### config.mk
export PLATFORM = sky130hd
export DESIGN_NAME = tqvp_pdm_tx
export DESIGN_NICKNAME = d
export VERILOG_FILES = /design/src/rtl/tqvp_pdm_tx.sv
export SDC_FILE = /design/constraint.sdc
export NUM_CORES = 1
export LEC_CHECK = 0
export CAP_MARGIN = 20
export CORE_ASPECT_RATIO = 0.9
export CORE_MARGIN = 2
export CORE_UTILIZATION = 46
export DETAILED_ROUTE_END_ITERATION = 12
export PLACE_DENSITY = 0.67
export SLEW_MARGIN = 20
export SYNTH_ARGS = -nofsm -noshare
export SYNTH_HDL_FRONTEND = slang
export SYNTH_SLANG_ARGS = --single-unit
### constraint.sdc
create_clock -name clk -period 5 [get_ports clk]
set_clock_uncertainty 0.15 [all_clocks]
set_input_delay 1.5 -clock clk [delete_from_list [all_inputs] [get_ports clk]]
set_output_delay 1.5 -clock clk [all_outputs]
set_load 0.02 [all_outputs]
### src/rtl/tqvp_pdm_tx.sv
// TinyQV PDM transmitter: a small PCM sample FIFO feeding a first-order sigma-delta modulator
// that drives a PDM clock/data pair on the output PMOD.
module tqvp_pdm_tx #(
    parameter int unsigned FIFO_DEPTH = 4
) (
    input  logic        clk,
    input  logic        rst_n,
    input  logic [7:0]  ui_in,
    output logic [7:0]  uo_out,
    input  logic [5:0]  address,
    input  logic [31:0] data_in,
    input  logic [1:0]  data_write_n,
    input  logic [1:0]  data_read_n,
    output logic [31:0] data_out,
    output logic        data_ready,
    output logic        user_interrupt
);

    localparam int unsigned Aw = $clog2(FIFO_DEPTH);
    localparam int unsigned Cw = Aw + 1;

    localparam logic [5:0] AddrCtrl   = 6'h00;
    localparam logic [5:0] AddrClkdiv = 6'h04;
    localparam logic [5:0] AddrOsr    = 6'h08;
    localparam logic [5:0] AddrData   = 6'h0C;
    localparam logic [5:0] AddrStatus = 6'h10;

    logic [7:0]    ctrl_q, ctrl_d;
    logic [7:0]    clkdiv_q, clkdiv_d;
    logic [15:0]   osr_q, osr_d;
    logic [15:0]   fifo_q [FIFO_DEPTH];
    logic [Aw-1:0] wr_ptr_q, rd_ptr_q;
    logic [Cw-1:0] count_q, count_d;
    logic [15:0]   cur_sample_q, cur_sample_d;
    logic [15:0]   acc_q, acc_d;
    logic [7:0]    div_q, div_d;
    logic [15:0]   bitcnt_q, bitcnt_d;
    logic          pdm_clk_q, pdm_clk_d;
    logic          pdm_dat_q, pdm_dat_d;
    logic          unf_q, unf_d;
    logic          ovf_q, ovf_d;
    logic          irq_q, irq_d;

    logic          en, irqen;
    logic [2:0]    thresh;
    logic          wr_any, wr_wide, push, push_ok;
    logic          fifo_empty, fifo_full;
    logic          div_wrap, bit_tick, boundary, pop;
    logic [15:0]   mod_sample, mod_u;
    logic [16:0]   mod_sum;
    logic [3:0]    level;

    assign en     = ctrl_q[0];
    assign irqen  = ctrl_q[1];
    assign thresh = ctrl_q[4:2];

    assign wr_any     = data_write_n != 2'b11;
    assign wr_wide    = wr_any && (data_write_n != 2'b00);
    assign push       = wr_wide && (address == AddrData);
    assign fifo_empty = count_q == '0;
    assign fifo_full  = count_q == Cw'(FIFO_DEPTH);
    assign push_ok    = push && !fifo_full;

    // A bit tick is the divider wrap on which pdm_clk falls.
    assign div_wrap = en && (div_q == clkdiv_q);
    assign bit_tick = div_wrap && pdm_clk_q;
    assign boundary = bit_tick && (bitcnt_q == '0);
    assign pop      = boundary && !fifo_empty;

    // The sample popped at a boundary is modulated on that same tick.
    assign mod_sample = pop ? fifo_q[rd_ptr_q] : cur_sample_q;
    assign mod_u      = mod_sample ^ 16'h8000;
    assign mod_sum    = {1'b0, acc_q} + {1'b0, mod_u};
    assign level      = 4'(count_q);

    always_comb begin
        ctrl_d   = ctrl_q;
        clkdiv_d = clkdiv_q;
        osr_d    = osr_q;
        unf_d    = unf_q;
        ovf_d    = ovf_q;
        if (wr_any) begin
            case (address)
                AddrCtrl:   ctrl_d = data_in[7:0];
                AddrClkdiv: clkdiv_d = data_in[7:0];
                AddrOsr: begin
                    if (wr_wide) osr_d = data_in[15:0];
                    else         osr_d[7:0] = data_in[7:0];
                end
                AddrStatus: begin
                    if (data_in[4]) unf_d = 1'b0;
                    if (data_in[5]) ovf_d = 1'b0;
                end
                default: ;
            endcase
        end
        if (push && fifo_full)     ovf_d = 1'b1;
        if (boundary && fifo_empty) unf_d = 1'b1;
    end

    always_comb begin
        div_d        = div_q;
        bitcnt_d     = bitcnt_q;
        pdm_clk_d    = pdm_clk_q;
        pdm_dat_d    = pdm_dat_q;
        acc_d        = acc_q;
        cur_sample_d = cur_sample_q;
        if (!en) begin
            div_d     = '0;
            bitcnt_d  = '0;
            pdm_clk_d = 1'b0;
            pdm_dat_d = 1'b0;
            acc_d     = '0;
        end else begin
            if (div_wrap) begin
                div_d     = '0;
                pdm_clk_d = ~pdm_clk_q;
            end else begin
                div_d = div_q + 8'd1;
            end
            if (bit_tick) begin
                bitcnt_d     = (bitcnt_q == osr_q) ? '0 : bitcnt_q + 16'd1;
                acc_d        = mod_sum[15:0];
                pdm_dat_d    = mod_sum[16];
                cur_sample_d = mod_sample;
            end
        end
    end

    always_comb begin
        count_d = count_q;
        if (push_ok && !pop)      count_d = count_q + Cw'(1);
        else if (pop && !push_ok) count_d = count_q - Cw'(1);
    end

    assign irq_d = en && irqen && (level <= {1'b0, thresh});

    always_ff @(posedge clk) begin
        if (!rst_n) begin
            ctrl_q       <= '0;
            clkdiv_q     <= '0;
            osr_q        <= '0;
            for (int i = 0; i < FIFO_DEPTH; i++) fifo_q[i] <= '0;
            wr_ptr_q     <= '0;
            rd_ptr_q     <= '0;
            count_q      <= '0;
            cur_sample_q <= '0;
            acc_q        <= '0;
            div_q        <= '0;
            bitcnt_q     <= '0;
            pdm_clk_q    <= 1'b0;
            pdm_dat_q    <= 1'b0;
            unf_q        <= 1'b0;
            ovf_q        <= 1'b0;
            irq_q        <= 1'b0;
        end else begin
            ctrl_q       <= ctrl_d;
            clkdiv_q     <= clkdiv_d;
            osr_q        <= osr_d;
            count_q      <= count_d;
            cur_sample_q <= cur_sample_d;
            acc_q        <= acc_d;
            div_q        <= div_d;
            bitcnt_q     <= bitcnt_d;
            pdm_clk_q    <= pdm_clk_d;
            pdm_dat_q    <= pdm_dat_d;
            unf_q        <= unf_d;
            ovf_q        <= ovf_d;
            irq_q        <= irq_d;
            if (push_ok) begin
                fifo_q[wr_ptr_q] <= data_in[15:0];
                wr_ptr_q         <= wr_ptr_q + Aw'(1);
            end
            if (pop) rd_ptr_q <= rd_ptr_q + Aw'(1);
        end
    end

    always_comb begin
        data_out = '0;
        case (address)
            AddrCtrl:   data_out = {24'h0, ctrl_q};
            AddrClkdiv: data_out = {24'h0, clkdiv_q};
            AddrOsr:    data_out = {16'h0, osr_q};
            AddrData:   data_out = {16'h0, cur_sample_q};
            AddrStatus: data_out = {26'h0, ovf_q, unf_q, level};
            default:    ;
        endcase
    end

    assign uo_out         = {5'b0, en & pdm_dat_q, en & pdm_clk_q, 1'b0};
    assign data_ready     = 1'b1;
    assign user_interrupt = irq_q;

    logic unused;
    assign unused = &{1'b0, ui_in, data_read_n, data_in[31:16]};

endmodule

==> results of run 1 <==
state kept, by name, indices dropped and copies added, names as in the netlist, 2 cells and up, named ones only:
name / count
bitcnt_q: 16
div_q: 8
osr_q: 16
count_q: 3
fifo_q: 64
ctrl_q: 8
acc_q: 16
cur_sample_q: 16
rd_ptr_q: 2
clkdiv_q: 8
wr_ptr_q: 2
metal layers:
layer | global-route usage | wire length, µm | vias to the layer above
met2 | 0.3255 | 9048 | 141
met3 | 0.03564 | 854 | 23
met4 | 0.07353 | 351 | 0
met1 | 0.2954 | 9394 | 2892
li1 | - | - | 2932
met5 | 0 | 0 | -
placed cells by master (no fill, tap or decap), types with 7 or more instances in the layout:
| cell | count |
|---|---|
| a211oi_1 | 7 |
| nand4_1 | 10 |
| nor4_1 | 9 |
| mux4_2 | 16 |
| dlygate4sd2_1 | 7 |
| a22o_1 | 8 |
| and3_1 | 24 |
| o21ai_0 | 15 |
| ha_1 | 24 |
| inv_1 | 17 |
| nand3_1 | 35 |
| xor2_1 | 33 |
| or3_1 | 10 |
| clkdlybuf4s50_1 | 28 |
| buf_4 | 36 |
| edfxtp_1 | 64 |
| xnor2_1 | 20 |
| nand2_1 | 53 |
| a21oi_1 | 35 |
| a222oi_1 | 8 |
| and2_1 | 65 |
| nor2_1 | 72 |
| conb_1 | 23 |
| dfxtp_1 | 102 |
| mux2_4 | 14 |
| clkbuf_16 | 17 |
| nor3_1 | 9 |
| mux2i_1 | 29 |
through the flow:
stage / total power, mW / std cells
2_1_floorplan: 1.522 / 820
3_3_place_gp: 1.571 / 1080
3_5_place_dp: 1.572 / 1080
4_1_cts: 2.793 / 1112
5_1_grt: 2.859 / 1113
6_report: 2.776 / 1113
path summary, 6_finish.rpt:
check	from	endpoint	depth (start not counted)
hold / removal	acc_q[6]	acc_q[6]	2
setup reg to reg	div_q[1]	acc_q[12]	14
hold reg to reg	acc_q[6]	acc_q[6]	2
setup / recovery	address[1]	data_out[0]	7
synthesized netlist by cell type, types with 2 or more instances:
library cell  number  area (µm²)
a22oi_1            6       45.04
xor2_1            33       289.0
nor2_1            73       274.0
clkbuf_1          28       105.1
a211oi_1           7       52.55
a21o_1             4       30.03
buf_1              5       18.77
dfxtp_1          102        2042
nor4_1            10       62.56
nand4_1           10       62.56
mux2i_1           29       290.3
xnor2_1           20       175.2
edfxtp_1          64        1922
o21a_1             2       15.01
and2_1            65       406.6
or4_1              3       22.52
nand3_1           35       175.2
buf_2              2       10.01
buf_6              2       22.52
ha_1              24       300.3
nor3b_1            2       15.01
fa_1               2       40.04
nand2b_1           5       31.28
nand2_1           53       198.9
mux2_4            14       210.2
buf_4             23       172.7
o21ai_0           17       85.08
a31o_2             2       17.52
nor3_2             2       20.02
or3_1             10       62.56
and3_1            24       150.1
a22o_1             8       70.07
conb_1             2       7.510
o211ai_1           2       15.01
inv_1             17       63.81
a222oi_1           8       80.08
a31oi_1            2       12.51
a21oi_1           35       175.2
mux4_2            16       360.4
nor3_1            11       55.05
power groups by stage:
stage          combinational, mW  sequential, mW  clock [mW]
2_1_floorplan             0.0667            1.46           0
3_3_place_gp               0.114            1.46           0
3_5_place_dp               0.115            1.46           0
4_1_cts                    0.116            1.43        1.25
5_1_grt                    0.125            1.43        1.30
6_report                   0.117            1.43        1.23
cell families after synthesis:
group	Yosys count	synth area share
AOI/OAI and AO/OA	103	0.08143
and+or+nand+nor	311	0.1941
DFF	166	0.4751
adders and majority gates	26	0.04079
muxes	60	0.1045
other	2	0.0009002
buffers and inverters	78	0.04754
xor gates and xnor gates	53	0.05564
cell type report:
cell class | count | area share
Clock inverter | 9 | 0.008276
Sequential cell | 166 | 0.4097
Inverter | 18 | 0.006983
Timing Repair Buffer | 81 | 0.07164
Clock buffer | 23 | 0.04836
Tap cell | 240 | 0.03104
Multi-Input combinational cell | 576 | 0.4240
what timing repair did:
action,4_1_cts,5_1_grt
hold endpoints to repair,0,0
gates resized for setup,25,13
pin swaps,0,2
buffers inserted,0,1
setup endpoints to repair,16,10
worst min-delay path: stages, from the launching register on:
cell and delay [ps]:
dfxtp_1 310, nand2_1 50, a21oi_1 50
==> results.cfg, run 1 <==
[worst_setup_path]
cp_max_fo = 6
cp_slowest_cell = or4_4
cp-start-kind = input port
max_stage_delay_ps = 530
path_cells = clkdlybuf4s50_1, or4_4, nor3b_2, buf_4, a222oi_1, nand2_1, clkdlybuf4s15_2
required_ps = 3350
rrSetupSlack_ps = 680
timing.critical_path.buf_inv = 3
endpoint_kind = primary output
path_delay_family = buffers and inverters
criticalPathCategory = input port to primary output
cp_data_arrival_time_ps = 3290

[final_layout]
fin_area_um2 = 9676
multiInputGateArea_um2 = 4103
area_growth_pct = 15.97
postLayoutCoreUtil = 0.5476
antenna_cells = 0
fillers = 1564
seqCellArea_um2 = 3964
finalNetCount = 938
drive_gt1_frac = 0.1363

[synth]
async_flop_share = 0
synth_edf_count = 64
yosysUniqueCellTypes = 60
synth_area_um2 = 8343
yosysWarnings = 0
ys_seq_area_frac = 0.4751
synth_cells = 799
avgSynthCellArea_um2 = 10.44
synth_seq_cells = 166
synth_ff_type = dfxtp_1

[pwr]
clkPwrFrac = 0.443
seq_power_share = 0.515
p_switching_mw = 0.6031
p_int_mw = 2.173
pwr-share-comb = 0.042
ir_worst_vdd_mv = 0.2259
leakage_nw = 3.863
power_density_nw_per_um2 = 286.9
swShare = 0.2173

[floorplan]
start_util = 0.4722
die_h_um = 131.8
core_area_um2 = 17670
ioPinCount = 94
die-area_um2 = 19230
rows = 46
die_w_um = 146.0

[detailed_routing]
firstDrtPassIters = 5
drc = 0
antenna_left = 0
wirelength_mm = 19.65
drt_iter0_markers = 413
wl_per_cell_um = 17.65
vias = 5988
post_drt_via_cell_ratio = 5.380

[timing]
hold_slack_ps = 305.7
tightest_slew_ps = 926.4
final-setup-viol-count = 0
fin_crit_sh = 0.9882
min_period_ps = 4941
slew_headroom = 0.3790
hold_viol = 0
tns_ps = 0
slew_viol_final = 0
fmax_mhz = 202.4
fin_ws_ps = 58.87

[cts]
cts-htree-levels = 4
cts_root_buffer = clkbuf_16
cts.sinks = 166
cts_hold_buf = 0
cts-root-to-sink-buffers = 2
cts_tree = yes
clkLatencyLatePin_ps = 420
cts_buffers = 17
path_clk_slew_ps = 60

[hold_path]
min_path_type = flop to flop

[status]
outcome = complete, no violations

[grt]
grt_pass1_wl_mm = 31.30
grt_pass1_vias = 5744
overflow = 0
grt_max_degree = 34
grtUsageTotal = 0.2089
antenna_found_initial = 0

[job]
maxCapViolCount = 0

[place]
portBuffers = 44
post-place-ws_ps = -363.7
place_area_um2 = 9129
dp_hpwl_mm = 13.78
routabilityCongestion = 0.8405
Note: power is estimated with default switching activity, not from simulation.
==> run 2: changes to the inputs <==
SLEW_MARGIN = 5   (was 20)
==> results of run 2 <==
Same layout as run 1: the final DEF is identical, and so are final timing and power.
==> run 3: changes to the inputs <==
PLACE_DENSITY = 0.71   (was 0.67)
==> run 3 against run 2 <==
Non-clock buffer count decreased by 1. Routed wire length increased by 0.38%. Global-route usage increased by 0.22 points. Register-to-register slack got worse by 30 ps. Critical endpoint is now data_out[2]. Core utilization increased by 0.33 points. Clock power increased by 7%. Sequential share of layout area decreased by 0.25 points. Maximum frequency increased by 0.89%. Sequential cell count unchanged. Cell area increased by 0.61%. Critical path depth unchanged. Total power increased by 3.1%.
==> results.cfg, run 3 (synthesis gave the netlist of run 1 again) <==
[worst_setup_path]
criticalPathCategory = input port to primary output
cp-start-kind = input port
cp_slowest_cell = or4_4
r2r_cells = 14
required_ps = 3350
cp_data_arrival_time_ps = 3250
endpoint_kind = primary output
max_stage_delay_ps = 530
cp_max_fo = 6
path_cells = clkdlybuf4s50_1, or4_4, nor3b_2, buf_4, a222oi_1, nand2_1, clkdlybuf4s15_2

[floorplan]
ioPinCount = 94
die_w_um = 146.0
die_h_um = 131.8
die-area_um2 = 19230
core_area_um2 = 17670
start_util = 0.4722
rows = 46

[cts]
cts_root_buffer = clkbuf_16
cts-htree-levels = 4
path_clk_slew_ps = 60
cts.sinks = 166
cts_tree = yes
clkLatencyLatePin_ps = 430
cts_buffers = 17
cts-root-to-sink-buffers = 2

[hold_path]
hold_path_depth = 2
min_path_type = flop to flop

[final_layout]
layout_common_cells = dfxtp_1 (102), nor2_1 (72), and2_1 (65)
finalNetCount = 937
fillers = 1548
area_growth_pct = 16.68
largest_reg_flops = 64
antenna_cells = 0
seqCellArea_um2 = 3964
multiInputGateArea_um2 = 4103
drive_gt1_frac = 0.1353
final_common_cell = dfxtp_1
top_register = fifo_q
postLayoutCoreUtil = 0.5509

[timing]
hold_slack_ps = 309.6
slew_viol_final = 0
fin_crit_sh = 0.9795
final-setup-viol-count = 0
hold_viol = 0
slew_headroom = 0.3950
fmax_mhz = 204.2
fin_ws_ps = 102.3
min_period_ps = 4898
tightest_slew_ps = 906.3
tns_ps = 0

[pwr]
power_density_nw_per_um2 = 294.0
ir_worst_vdd_mv = 0.2398
leakage_nw = 3.877

[detailed_routing]
drt_iter0_markers = 515
firstDrtPassIters = 6
wl_per_cell_um = 17.74
wirelength_mm = 19.72
drc = 0
vias = 6121
post_drt_via_cell_ratio = 5.504
antenna_left = 0

[place]
dp_hpwl_mm = 13.91
routabilityCongestion = 0.8519
portBuffers = 44
post-place-ws_ps = -357.0

[grt]
grtUsageTotal = 0.2111
grt_pass1_wl_mm = 31.95
overflow = 0
grt_max_degree = 43
grt_pass1_vias = 5855
antenna_found_initial = 0

[status]
outcome = complete, no violations

[job]
maxCapViolCount = 0
## run 3: through the flow
step,power (mW),cells,area (µm²)
floorplan,1.522,820,8422
global placement,1.570,1080,9154
detailed placement,1.573,1080,9154
CTS,2.876,1112,9732
global route,2.938,1112,9734
finish,2.862,1112,9734
## run 3: what timing repair did
item / 4_1_cts / 5_1_grt
gates resized for setup: 33 / 10
hold buffers: 0 / 0
cloned: 0 / 0
endpoints found under the setup margin: 16 / 13
setup buffers: 0 / 0
## run 3: cell type report
type | instances | area share
Sequential cell | 166 | 0.4072
Clock inverter | 14 | 0.01620
Clock buffer | 18 | 0.04409
Multi-Input combinational cell | 576 | 0.4215
Inverter | 18 | 0.006941
Tap cell | 240 | 0.03085
Timing Repair Buffer | 80 | 0.07326
## run 3: power breakdown
group | internal (mW) | leakage, nW | switching (mW) | total (mW)
clock | 0.780 | 0.284 | 0.537 | 1.32
sequential | 1.42 | 1.48 | 0.00737 | 1.43
combinational | 0.0421 | 2.11 | 0.0738 | 0.116
## run 3: layer usage
layer  global-route usage  up-vias  share of wire
met5                    0        -              0
met4              0.04739        0          0.011
met3              0.04256       22          0.064
met2               0.3394      215           0.47
met1               0.2963     2942           0.46
li1                     -     2942              -
## run 3: final timing paths
check / start / end / slack [ps]
setup / recovery: address[1] / data_out[2] / 100
hold / removal: acc_q[14] / acc_q[14] / 310
setup reg to reg: div_q[1] / acc_q[12] / 650
hold reg to reg: acc_q[14] / acc_q[14] / 310
## run 3: critical path: cells and delay by family
| family | cells | cell delay (ps) |
|---|---|---|
| compound gates | 1 | 70 |
| buf+inv | 3 | 880 |
| simple gates | 3 | 810 |
